### config.mk
export PLATFORM = sky130hd
export DESIGN_NAME = gen_bus_arbiter
export DESIGN_NICKNAME = d
export VERILOG_FILES = /design/src/rtl/gen_bus_arb_pkg.sv /design/src/rtl/gen_bus_arbiter_rr_priority_picker.sv /design/src/rtl/gen_bus_arbiter.sv
export SDC_FILE = /design/constraint.sdc
export NUM_CORES = 1
export LEC_CHECK = 0
export BUFFER_PORTS_ARGS = -buffer_cell sky130_fd_sc_hd__buf_2
export CORE_AREA = 2 2 165 167
export DETAILED_ROUTE_END_ITERATION = 16
export DIE_AREA = 0 0 167 169
export GPL_TIMING_DRIVEN = 1
export PLACE_DENSITY = 0.45
export SLEW_MARGIN = 0
export SYNTH_ARGS = -nofsm -noshare
export SYNTH_HDL_FRONTEND = slang
export SYNTH_SLANG_ARGS = --single-unit
### constraint.sdc
create_clock -name CLK -period 2.4 [get_ports CLK]
set_input_delay 0.12 -clock CLK [delete_from_list [all_inputs] [get_ports CLK]]
set_output_delay 0.12 -clock CLK [all_outputs]
set_load 0.01 [all_outputs]
### src/rtl/gen_bus_arb_pkg.sv
// Shared types and helpers for the generic bus arbiter.
package gen_bus_arb_pkg;

    typedef enum logic [0:0] {
        IDLE  = 1'b0,
        ISSUE = 1'b1
    } arb_state_t;

    // Index width that stays at least one bit wide for degenerate counts.
    function automatic int idx_width(input int n);
        return (n > 1) ? $clog2(n) : 1;
    endfunction

    // Requester numbering follows the coherency-unit CPUID scheme: two ports per hart.
    function automatic int ICACHE_REQ(input int h);
        return 2 * h;
    endfunction

    function automatic int DCACHE_REQ(input int h);
        return 2 * h + 1;
    endfunction

endpackage

### src/rtl/gen_bus_arbiter_rr_priority_picker.sv
// Combinational round-robin find-first: first set request at or after i_ptr, with wraparound.
module rr_priority_picker
    import gen_bus_arb_pkg::*;
#(
    parameter int NUM_REQ = 4,
    parameter int IDX_W   = idx_width(NUM_REQ)
) (
    input  logic [NUM_REQ-1:0] i_req,
    input  logic [IDX_W-1:0]   i_ptr,
    output logic [IDX_W-1:0]   o_idx,
    output logic               o_found
);

    logic [IDX_W-1:0] w_cand [NUM_REQ];
    logic [NUM_REQ-1:0] w_hit;

    genvar gi;
    generate
        for (gi = 0; gi < NUM_REQ; gi++) begin : g_rot
            logic [IDX_W:0] w_sum;
            assign w_sum = {1'b0, i_ptr} + (IDX_W+1)'(gi);
            assign w_cand[gi] = (w_sum >= (IDX_W+1)'(NUM_REQ)) ?
                                IDX_W'(w_sum - (IDX_W+1)'(NUM_REQ)) : w_sum[IDX_W-1:0];
            assign w_hit[gi] = i_req[w_cand[gi]];
        end
    endgenerate

    // Walk offsets from farthest to nearest so the nearest hit wins.
    always_comb begin
        o_found = 1'b0;
        o_idx   = '0;
        for (int k = NUM_REQ - 1; k >= 0; k--) begin
            if (w_hit[k]) begin
                o_found = 1'b1;
                o_idx   = w_cand[k];
            end
        end
    end

endmodule

### src/rtl/gen_bus_arbiter.sv
// Round-robin arbiter sharing one generic bus among NUM_REQ requesters, with bounded lock.
// Define GEN_BUS_ARB_PERF_EN to add per-requester grant/wait counters.
module gen_bus_arbiter
    import gen_bus_arb_pkg::*;
#(
    parameter int  NUM_REQ  = 4,
    parameter int  ADDR_W   = 32,
    parameter int  DATA_W   = 32,
    parameter int  MAX_LOCK = 8,
    localparam int IDX_W    = idx_width(NUM_REQ),
    localparam int BE_W     = DATA_W / 8
) (
    input  logic                      CLK,
    input  logic                      RST,
    input  logic [NUM_REQ-1:0]        req_ren,
    input  logic [NUM_REQ-1:0]        req_wen,
    input  logic [NUM_REQ-1:0]        req_lock,
    input  logic [NUM_REQ*ADDR_W-1:0] req_addr,
    input  logic [NUM_REQ*DATA_W-1:0] req_wdata,
    input  logic [NUM_REQ*BE_W-1:0]   req_byte_en,
    output logic [NUM_REQ-1:0]        req_busy,
    output logic [DATA_W-1:0]         req_rdata,
    output logic                      bus_ren,
    output logic                      bus_wen,
    output logic [ADDR_W-1:0]         bus_addr,
    output logic [DATA_W-1:0]         bus_wdata,
    output logic [BE_W-1:0]           bus_byte_en,
    input  logic [DATA_W-1:0]         bus_rdata,
    input  logic                      bus_busy,
    output logic [IDX_W-1:0]          grant_idx,
    output logic                      grant_valid
`ifdef GEN_BUS_ARB_PERF_EN
    ,
    output logic [NUM_REQ*32-1:0]     grant_count,
    output logic [NUM_REQ*32-1:0]     wait_count
`endif
);

    localparam int         BEAT_W  = idx_width(MAX_LOCK);
    localparam logic [0:0] S_IDLE  = IDLE;
    localparam logic [0:0] S_ISSUE = ISSUE;

    logic [0:0]        r_state;
    logic [IDX_W-1:0]  r_rr_ptr;
    logic [IDX_W-1:0]  r_grant_idx;
    logic              r_grant_valid;
    logic [BEAT_W-1:0] r_beat_cnt;
    logic              r_beat_open;

    logic [ADDR_W-1:0] w_addr_arr  [NUM_REQ];
    logic [DATA_W-1:0] w_wdata_arr [NUM_REQ];
    logic [BE_W-1:0]   w_be_arr    [NUM_REQ];

    genvar gi;
    generate
        for (gi = 0; gi < NUM_REQ; gi++) begin : g_unpack
            assign w_addr_arr[gi]  = req_addr[gi*ADDR_W +: ADDR_W];
            assign w_wdata_arr[gi] = req_wdata[gi*DATA_W +: DATA_W];
            assign w_be_arr[gi]    = req_byte_en[gi*BE_W +: BE_W];
        end
    endgenerate

    logic [NUM_REQ-1:0] w_req;
    logic [IDX_W-1:0]   w_pick_idx;
    logic               w_pick_found;

    assign w_req = req_ren | req_wen;

    rr_priority_picker #(
        .NUM_REQ (NUM_REQ),
        .IDX_W   (IDX_W)
    ) u_picker (
        .i_req   (w_req),
        .i_ptr   (r_rr_ptr),
        .o_idx   (w_pick_idx),
        .o_found (w_pick_found)
    );

    logic             w_issue;
    logic             w_g_ren;
    logic             w_g_wen;
    logic             w_g_act;
    logic             w_g_lock;
    logic             w_done;
    logic             w_lock_cont;
    logic             w_release;
    logic [IDX_W-1:0] w_rr_next;

    assign w_issue     = (r_state == S_ISSUE);
    assign w_g_ren     = req_ren[r_grant_idx];
    assign w_g_wen     = req_wen[r_grant_idx];
    assign w_g_act     = w_g_ren | w_g_wen;
    assign w_g_lock    = req_lock[r_grant_idx];
    assign w_done      = w_issue && w_g_act && !bus_busy;
    assign w_lock_cont = w_g_lock && (r_beat_cnt < BEAT_W'(MAX_LOCK - 1));
    // An idle locked owner keeps the bus; it lets go as soon as its lock drops.
    assign w_release   = w_issue && (w_done ? !w_lock_cont : (!w_g_act && !w_g_lock));
    assign w_rr_next   = (r_grant_idx == IDX_W'(NUM_REQ - 1)) ? '0 : r_grant_idx + 1'b1;

    // Busy is forced high during reset so an abandoned beat never looks complete.
    always_comb begin
        bus_ren     = 1'b0;
        bus_wen     = 1'b0;
        bus_addr    = '0;
        bus_wdata   = '0;
        bus_byte_en = '0;
        req_busy    = '1;
        if (w_issue) begin
            bus_ren     = w_g_ren;
            bus_wen     = w_g_wen;
            bus_addr    = w_addr_arr[r_grant_idx];
            bus_wdata   = w_wdata_arr[r_grant_idx];
            bus_byte_en = w_be_arr[r_grant_idx];
            if (!RST) begin
                req_busy[r_grant_idx] = bus_busy;
            end
        end
    end

    assign req_rdata   = bus_rdata;
    assign grant_idx   = r_grant_idx;
    assign grant_valid = r_grant_valid;

    always_ff @(posedge CLK) begin
        if (RST) begin
            r_state       <= S_IDLE;
            r_rr_ptr      <= '0;
            r_grant_idx   <= '0;
            r_grant_valid <= 1'b0;
            r_beat_cnt    <= '0;
            r_beat_open   <= 1'b0;
        end else begin
            for (int k = 0; k < NUM_REQ; k++) begin
                assert (!(req_ren[k] && req_wen[k]));
            end
            assert (!(r_beat_open && w_issue && !w_g_act));
            r_beat_open <= w_issue && w_g_act && bus_busy;

            case (r_state)
                S_IDLE: begin
                    if (w_pick_found) begin
                        r_grant_idx   <= w_pick_idx;
                        r_grant_valid <= 1'b1;
                        r_beat_cnt    <= '0;
                        r_state       <= S_ISSUE;
                    end
                end
                default: begin
                    if (w_release) begin
                        r_state       <= S_IDLE;
                        r_grant_valid <= 1'b0;
                        r_rr_ptr      <= w_rr_next;
                    end else if (w_done) begin
                        r_beat_cnt <= r_beat_cnt + 1'b1;
                    end
                end
            endcase
        end
    end

`ifdef GEN_BUS_ARB_PERF_EN
    generate
        for (gi = 0; gi < NUM_REQ; gi++) begin : g_perf
            logic [31:0] r_grant_cnt;
            logic [31:0] r_wait_cnt;
            always_ff @(posedge CLK) begin
                if (RST) begin
                    r_grant_cnt <= '0;
                    r_wait_cnt  <= '0;
                end else begin
                    if (w_done && (r_grant_idx == IDX_W'(gi)) && (r_grant_cnt != '1)) begin
                        r_grant_cnt <= r_grant_cnt + 32'd1;
                    end
                    if (w_req[gi] && req_busy[gi] && (r_wait_cnt != '1)) begin
                        r_wait_cnt <= r_wait_cnt + 32'd1;
                    end
                end
            end
            assign grant_count[gi*32 +: 32] = r_grant_cnt;
            assign wait_count[gi*32 +: 32]  = r_wait_cnt;
        end
    endgenerate
`endif

endmodule

==> impl_results.md, run 1 <==
- Outcome: completed
- H-tree depth: 1
- Post-CTS Resized: 0
- Fin crit period: 2.06 ns
- IO buf count: 363
- Post-synth EDFFs: 0
- Critical path type: flop to output pin
- Final net count: 907
- Post-synthesis instance total: 267
- Core box area: 26500 um^2
- Die Y-Extent: 169 um
- Vias: 3557
- Ys Warns: 0
- Max-slew violations: 0
- CTS tree: done
- Post-synth top area share: 0.543
- HPWL Detailed: 13.1 mm
- Met1 usage: 0.120
- Final Cycle Share: 0.856
- Final WL: 14.8 mm
- F_max: 0.487 GHz
- Drt wl/cell: 16.0 um
- DRT antenna net count: 0
- Layout cells sized above 1: 0.770
- Post-Syn Nets: 591
- Count leader, synth: mux4_2
- Congestion Overflow GR: 0
- Post-synth top cells: mux4_2 (71), and2_1 (70), buf_4 (32)
- Met3 Use GR: 0.0234
- Clock buffer count from CTS: 3
- R2R depth: 5
- Layout area overhead: 69.6%
- Worst setup EP type: output pin
- Seq/Total Area, Yosys: 0.0611
- Cell taking the most area after synthesis: mux4_2
- Worst-path fanout max: 35
- Lkg Pwr: 2.32 nW
- Avg Vias per Cell: 3.85
- Initial antenna violation count: 3
- DR DRC count: 0
- First drt pass iteration count: 4
- CP Launch Type: flop
- Post-synthesis cell area: 2950 um^2
- # hold bufs at CTS: 0
- First-pass GRT wire length: 21.3 mm
- Arrival @ worst endpoint: 1.94 ns
- Clock transition at path regs: 0.04 ns
- GRT Total Usage: 0.0977
- Final core occ: 0.189
- Chip Width: 167 um
- Die ar.: 28200 um^2
- Final setup violation count: 0
- CP required: 2.28 ns
- Max Clock Skew: 0.000496 ns
- GR Util met2: 0.174
- Synth top area cells: mux4_2 (54%), and2_1 (15%), buf_4 (8.2%)
- DR iter-0 viols: 76
- Worst skew pair latency: 0.23 ns
- Fin. Hold Viols: 0
- Peak supply drop: 0.184 mV
- WHS Path Cells: 2
- GRT Max-Usage Layer: met2
- Largest net degree at the start of global routing: 40
- PwrDens: 257 nW/um^2
- Synth cell types: 30
- Top_reg_cell synth: dfxtp_1
- Post-CTS setup buffers: 0
- FF+latch count, synth: 9
- Slew at the pin with the worst max-slew slack: 0.487 ns
- Hold Path Class: primary input to flop
- Root Buffer: clkbuf_16
- Relative max-transition margin: 0.676
- Max-Cap Viols: 0
- CTS sink cnt: 9
- Vias in the first global route: 3642
- Row count: 60
- Unrepaired setup endpoints after global routing: no
- Setup TNS: 0 ns
- Syn Area/Cell: 11.0 um^2
- Io pins: 428
- Max Buffers Root-to-Sink: 2
- RD Place Congestion: 0.846
- Synth async-reset ratio: 0
- Initial Util: 0.111
-- logic make-up after synthesis --
logic type,Yosys count,synth area share
compound gates,23,0.0539
fa+ha+maj,5,0.0212
buf+inv,63,0.127
flops,9,0.0611
mux,74,0.553
simple gates,93,0.184
-- final cells by class --
type                    instances  area, um^2
diodes                          2        5.00
clock buffers                   4        78.8
fillers                      2960       21500
inverters                       5        18.8
multi-input cells             195        2390
flip-flops and latches          9         189
well taps                     341         427
repair buffers                369        1890
-- state kept, by name (all words and copies together) (netlist names) --
name,cells
r_rr_ptr,2
grant_valid,1
r_beat_cnt,3
r_state,1
grant_idx,2
-- path summary, 6_finish.rpt --
check                                  from                        end  slack (ns)
hold reg to reg    grant_valid$_SDFFE_PP0P_   grant_valid$_SDFFE_PP0P_        0.49
setup / recovery  grant_idx[0]$_SDFFE_PP0P_              bus_wdata[14]        0.34
hold / removal                          RST  grant_idx[0]$_SDFFE_PP0P_        0.20
setup reg to reg  grant_idx[1]$_SDFFE_PP0P_   r_rr_ptr[1]$_SDFFE_PP0P_        0.48
-- through the flow --
step | area, um^2 | hold WS, ns | setup WS, ns | total power, mW | std cells
final | 5000 | 0.197 | 0.345 | 1.28 | 925
after global routing | 5000 | 0.207 | 0.231 | 1.37 | 925
after CTS | 4990 | 0.194 | 0.297 | 1.30 | 923
after detailed placement | 4910 | 0.240 | 0.471 | 1.00 | 919
after global placement | 4910 | 0.240 | 0.476 | 0.996 | 919
after floorplan | 2950 | 0.306 | 0.432 | 0.654 | 267
-- worst max-delay path, cell delays in order (launching register included) --
cell     delay [ns]
dfxtp_4        0.47
buf_12         0.29
mux4_2         0.55
and2_1         0.20
buf_2          0.14
-- per-layer routing --
metal,vias to the layer above,share of wire
met3,22,0.078
li1,1634,-
met1,1716,0.39
met5,-,0
met4,0,0.016
met2,185,0.51
-- placed cells by master (no fill, tap or decap), drive strengths merged --
cell / n
clkbuf: 4
dfxtp: 9
nor2: 9
o2111ai: 1
inv: 5
nand3: 2
a211oi: 2
buf: 369
o31ai: 1
o21ai: 5
o21bai: 1
or2: 1
diode: 2
mux2i: 3
nand2: 5
mux4: 71
a21oi: 7
o21a: 3
nor3: 2
nor4: 1
ha: 5
o32ai: 2
and2: 70
and3: 1
or3: 1
nor2b: 1
o211ai: 1
-- where the power goes --
| part | switching, mW | leakage, nW | internal (mW) |
|---|---|---|---|
| clock | 0.0708 | 0.0382 | 0.222 |
| sequential | 0.0172 | 0.0751 | 0.157 |
| combinational | 0.330 | 2.21 | 0.486 |
| total | 0.418 | 2.32 | 0.865 |
No activity file was read; power rests on OpenSTA's default activity.
==> run 2, diff against run 1 <==
--- a/config.mk
+++ b/config.mk
@@ -5,12 +5,13 @@
 export SDC_FILE = /design/constraint.sdc
 export NUM_CORES = 1
 export LEC_CHECK = 0
+export ABC_AREA = 1
 export BUFFER_PORTS_ARGS = -buffer_cell sky130_fd_sc_hd__buf_2
-export CORE_AREA = 2 2 165 167
+export CORE_AREA = 10 10 156 158
 export DETAILED_ROUTE_END_ITERATION = 16
-export DIE_AREA = 0 0 167 169
+export DIE_AREA = 0 0 166 168
 export GPL_TIMING_DRIVEN = 1
-export PLACE_DENSITY = 0.45
+export PLACE_DENSITY = 0.54
 export SLEW_MARGIN = 0
 export SYNTH_ARGS = -nofsm -noshare
 export SYNTH_HDL_FRONTEND = slang
==> impl_results.md, run 2 <==
- IO buf count: 363
- Io pins: 428
- Final WL: 21.6 mm
- RD Place Congestion: 0.918
- Arrival @ worst endpoint: 2.06 ns
- Top_reg_cell synth: dfxtp_1
- Post-Syn Nets: 1023
- Lkg Pwr: 2.81 nW
- Commonest non-fill, non-tap cell in the layout: buf_2
- Peak supply drop: 0.305 mV
- Post-synthesis cell area: 3390 um^2
- Number of flip-flops in the largest register: 3
- Post-synth top cells: nor2_1 (292), o21ai_0 (139), a21oi_1 (76)
- Unrepaired setup endpoints after global routing: no
- Layout cells sized above 1: 0.414
- Vias: 5530
- Worst-path fanout max: 81
- CTS tree: done
- Max-slew violations: 0
- Root Buffer: clkbuf_16
- Outcome: completed
- Reg2reg setup slack: 0.60 ns
- Avg Vias per Cell: 4.34
- First-pass GRT wire length: 32.3 mm
- Final setup margin: 0.224 ns
- FF+latch count, synth: 9
- HPWL Detailed: 17.4 mm
- Worst-case hold path end point: grant_idx[0]$_SDFFE_PP0P_
- Die Y-Extent: 168 um
- CP required: 2.28 ns
- DR iter-0 viols: 486
- Initial Util: 0.158
- Ant diodes: 0
- Fillcell total: 2564
- Syn Area/Cell: 4.85 um^2
- # hold bufs at CTS: 0
- Dpl ws: 0.426 ns
- Hold_sp: RST
- DR DRC count: 0
- Max Buffers Root-to-Sink: 2
- GRT Total Usage: 0.140
- CP dominant cell by count: nor2_1
- F_max: 0.460 GHz
- Seq/Total Area, Yosys: 0.0532
- Clock buffer count from CTS: 3
- Core box area: 21400 um^2
- Initial antenna violation count: 2
- Largest net degree at the start of global routing: 82
- Reg2Reg Capture Point: r_rr_ptr[0]$_SDFFE_PP0P_
- R2R depth: 9
- Post-synth EDFFs: 0
- Layout area overhead: 57.2%
- Post-CTS Resized: 0
- Worst-path cell chain: buf_12, buf_4, nor2_1, nor2_1, o21ai_0, a21oi_1, buf_2
- WHS Path Cells: 2
- Ys Warns: 0
- Row count: 54
- Cell taking the most area after synthesis: nor2_1
- Post-CTS setup buffers: 0
- Clock transition at path regs: 0.04 ns
- Hold Path Class: primary input to flop
- Count leader, synth: nor2_1
- Final core occ: 0.249
- Reg-to-reg startpoint: grant_idx[0]$_SDFFE_PP0P_
- Most frequent cells in the layout: buf_2 (363), nor2_1 (292), o21ai_0 (139), a21oi_1 (76), nand2_1 (33)
- Worst path max stage delay: 0.42 ns
- CP Launch Type: flop
- DRT antenna net count: 0
- Synth top area cells: nor2_1 (32%), o21ai_0 (21%), a21oi_1 (11%)
- H-tree depth: 1
- PwrDens: 444 nW/um^2
- Setup TNS: 0 ns
- Synth cell types: 26
- Die ar.: 27900 um^2
- Post-synthesis instance total: 699
- Final net count: 1319
- Post-synth top area share: 0.323
- CTS sink cnt: 9
- Critical path type: flop to output pin
- Hold slack: 0.167 ns
- Synth async-reset ratio: 0
- Top reg by flops: r_beat_cnt
- Congestion Overflow GR: 0
- Vias in the first global route: 5441
- Final Cycle Share: 0.907
- Drt wl/cell: 16.9 um
- Slowest CP cell: buf_4
- Chip Width: 166 um
- Final setup violation count: 0
- Worst setup EP type: output pin
- First drt pass iteration count: 5
- Max Clock Skew: 0.000924 ns
- Fin crit period: 2.18 ns
- Slew at the pin with the worst max-slew slack: 0.521 ns
- Fin. Hold Viols: 0
- Worst skew pair latency: 0.23 ns
- Relative max-transition margin: 0.649
- Max-Cap Viols: 0
## run 2: changes by cell type in the layout (fill, tap and decap cells not counted), sizes merged, moves of 3 or more
cell,previous run,this run
a21oi,7,77
mux4,71,0
inv,5,10
nand3,2,23
and2,70,1
o21ai,5,144
mux2i,3,0
buf,369,378
nor2,9,295
nand2,5,43
o21a,3,0
## run 2: worst max-delay path: cells and delay by family (launching register included)
family | cells | cell delay (ns)
buffers and inverters | 3 | 0.88
DFF | 1 | 0.35
AOI/OAI and AO/OA | 2 | 0.29
and+or+nand+nor | 2 | 0.18
## run 2: cell type report
class,count,area (um^2),share of cell area
multi-input combinational,592,2670,0.501
timing repair buffer,378,1990,0.374
tap,280,350,0.0658
sequential,9,188,0.0352
clock buffer,4,78.8,0.0148
inverter,11,47.5,0.00893
## run 2: worst max path at each step
stage	start	end	slack, ns	depth (start not counted)
2_1_floorplan	grant_idx[0]$_SDFFE_PP0P_	bus_addr[12]	0.88	7
3_3_place_gp	grant_idx[0]$_SDFFE_PP0P_	bus_wdata[31]	0.49	5
3_5_place_dp	grant_idx[0]$_SDFFE_PP0P_	bus_wdata[31]	0.43	5
4_1_cts	grant_idx[0]$_SDFFE_PP0P_	bus_wdata[31]	0.17	5
5_1_grt	grant_idx[0]$_SDFFE_PP0P_	bus_addr[10]	0.08	7
6_report	grant_idx[0]$_SDFFE_PP0P_	bus_addr[10]	0.22	7
## run 2: cells by family (layout without fill, tap and decap cells)
| family | after synthesis | count (layout) | share of synthesized area |
|---|---|---|---|
| buffers and inverters | 98 | 393 | 0.159 |
| AOI/OAI and AO/OA | 222 | 222 | 0.334 |
| and+or+nand+nor | 364 | 364 | 0.433 |
| adders and majority gates | 5 | 5 | 0.0185 |
| xor gates and xnor gates | 1 | 1 | 0.00259 |
| DFF | 9 | 9 | 0.0532 |
## run 2: metrics by stage
step,total power [mW],instance area [um^2],instances
floorplan,1.38,3390,699
global placement,2.08,5250,1270
detailed placement,2.09,5250,1270
CTS,2.40,5330,1274
global route,2.63,5330,1274
finish,2.37,5330,1274
## run 2: power by group
| part | internal, mW | leakage (nW) | switching [mW] | total (mW) |
|---|---|---|---|---|
| clock network | 0.222 | 0.0382 | 0.0697 | 0.291 |
| registers | 0.168 | 0.0751 | 0.0226 | 0.191 |
| logic | 0.732 | 2.69 | 1.15 | 1.88 |
## run 2: layer usage
layer | track usage | up-vias | share of wire
li1 | - | 2844 | -
met1 | 0.178 | 2422 | 0.42
met2 | 0.232 | 238 | 0.48
met3 | 0.0417 | 22 | 0.086
met4 | 0.0196 | 4 | 0.011
met5 | 0 | - | 0.0013
==> run 3, diff against run 2 <==
--- a/config.mk
+++ b/config.mk
@@ -12,7 +12,6 @@
 export DIE_AREA = 0 0 166 168
 export GPL_TIMING_DRIVEN = 1
 export PLACE_DENSITY = 0.54
-export SLEW_MARGIN = 0
 export SYNTH_ARGS = -nofsm -noshare
 export SYNTH_HDL_FRONTEND = slang
 export SYNTH_SLANG_ARGS = --single-unit
==> constraint.sdc (replaced) <==
create_clock -name CLK -period 2.4 [get_ports CLK]
set_input_delay 0.48 -clock CLK [delete_from_list [all_inputs] [get_ports CLK]]
set_output_delay 0.48 -clock CLK [all_outputs]
set_load 0.01 [all_outputs]
==> impl_results.md, run 3 (synthesis gave the netlist of run 2 again) <==
- Number of flip-flops in the largest register: 3
- Max-slew violations: 0
- Clock buffer count from CTS: 3
- Die Y-Extent: 168 um
- Critical path type: flop to output pin
- Core box area: 21400 um^2
- Peak supply drop: 0.299 mV
- Max Buffers Root-to-Sink: 2
- Setup TNS: 0 ns
- Chip Width: 166 um
- Post-CTS Resized: 0
- DR DRC count: 0
- Vias in the first global route: 5371
- Worst-path fanout max: 65
- RD Place Congestion: 0.874
- Vias: 5606
- Worst skew pair latency: 0.24 ns
- Largest net degree at the start of global routing: 84
- Layout area overhead: 58.3%
- Drt wl/cell: 16.6 um
- Layout cells sized above 1: 0.414
- Clock transition at path regs: 0.04 ns
- First drt pass iteration count: 5
- CP Launch Type: flop
- Top reg by flops: r_beat_cnt
- Io pins: 428
- Initial Util: 0.158
- Post-CTS setup buffers: 0
- Register area: 188 um^2
- Ant diodes: 0
- Slew at the pin with the worst max-slew slack: 0.439 ns
- Final Cycle Share: 0.935
- First-pass GRT wire length: 31.3 mm
- Congestion Overflow GR: 0
- Multi-input gate area: 2670 um^2
- Unrepaired setup endpoints after global routing: no
- Fillcell total: 2530
- H-tree depth: 1
- Final setup violation count: 0
- Relative max-transition margin: 0.705
- Max Clock Skew: 0.000788 ns
- Initial antenna violation count: 2
- Final core occ: 0.250
- CTS tree: done
- IO buf count: 363
- Die ar.: 27900 um^2
- DRT antenna net count: 0
- Commonest non-fill, non-tap cell in the layout: buf_2
- F_max: 0.446 GHz
- Avg Vias per Cell: 4.40
- PwrDens: 447 nW/um^2
- DR iter-0 viols: 443
- Fin crit period: 2.24 ns
- # hold bufs at CTS: 0
- HPWL Detailed: 17.2 mm
- Dpl ws: 0.407 ns
- Arrival @ worst endpoint: 1.76 ns
- Root Buffer: clkbuf_16
- Outcome: completed
- GRT Total Usage: 0.136
- Worst setup EP type: output pin
- CP required: 1.92 ns
- Final setup margin: 0.157 ns
- CTS sink cnt: 9
- Fin. Hold Viols: 0
- Lkg Pwr: 2.82 nW
- Max-Cap Viols: 0
- Row count: 54
- Hold Path Class: flop to flop
- Final net count: 1319
- Final WL: 21.1 mm
- Most frequent cells in the layout: buf_2 (363), nor2_1 (292), o21ai_0 (139), a21oi_1 (76), nand2_1 (33)
## run 3: cell counts in the layout (fill, tap and decap cells not counted)
Identical to the previous run, type by type.
## run 3: layout make-up
| cell class | count | share of cell area |
|---|---|---|
| Multi-Input combinational cell | 592 | 0.498 |
| Sequential cell | 9 | 0.0350 |
| Tap cell | 280 | 0.0653 |
| Clock buffer | 4 | 0.0147 |
| Inverter | 11 | 0.00887 |
| Timing Repair Buffer | 378 | 0.378 |
## run 3: path summary, 6_finish.rpt
path	slack [ns]	from	endpoint	depth (start not counted)
setup / recovery	0.16	grant_idx[0]$_SDFFE_PP0P_	bus_byte_en[3]	5
hold / removal	0.50	grant_valid$_SDFFE_PP0P_	grant_valid$_SDFFE_PP0P_	2
setup reg to reg	0.71	grant_idx[0]$_SDFFE_PP0P_	r_rr_ptr[0]$_SDFFE_PP0P_	8
hold reg to reg	0.50	grant_valid$_SDFFE_PP0P_	grant_valid$_SDFFE_PP0P_	2
## run 3: routing by layer
layer / routed length, um / GRT usage / part of all wire / up-vias
met5: 0 / 0 / 0 / -
met4: 341 / 0.0270 / 0.016 / 0
met3: 1580 / 0.0324 / 0.075 / 29
met2: 10300 / 0.233 / 0.49 / 259
met1: 8900 / 0.170 / 0.42 / 2472
li1: - / - / - / 2846
## run 3: power breakdown
part           switching (mW)  total (mW)  internal [mW]
clock                  0.0780       0.300          0.223
sequential             0.0259       0.194          0.168
combinational            1.15        1.90          0.752
## run 3: metrics by stage
step / cells / instance area [um^2] / power (mW) / hold WS (ns)
finish: 1274 / 5360 / 2.40 / 0.503
global route: 1274 / 5360 / 2.64 / 0.528
CTS: 1274 / 5360 / 2.42 / 0.499
detailed placement: 1270 / 5280 / 2.11 / 0.483
global placement: 1270 / 5280 / 2.10 / 0.491
floorplan: 699 / 3390 / 1.38 / 0.466
## run 3: critical path: stages, from the launching register on
cell	delay (ns)
dfxtp_4	0.37
clkinv_2	0.19
buf_12	0.24
o21ai_0	0.39
a21oi_1	0.12
buf_2	0.17
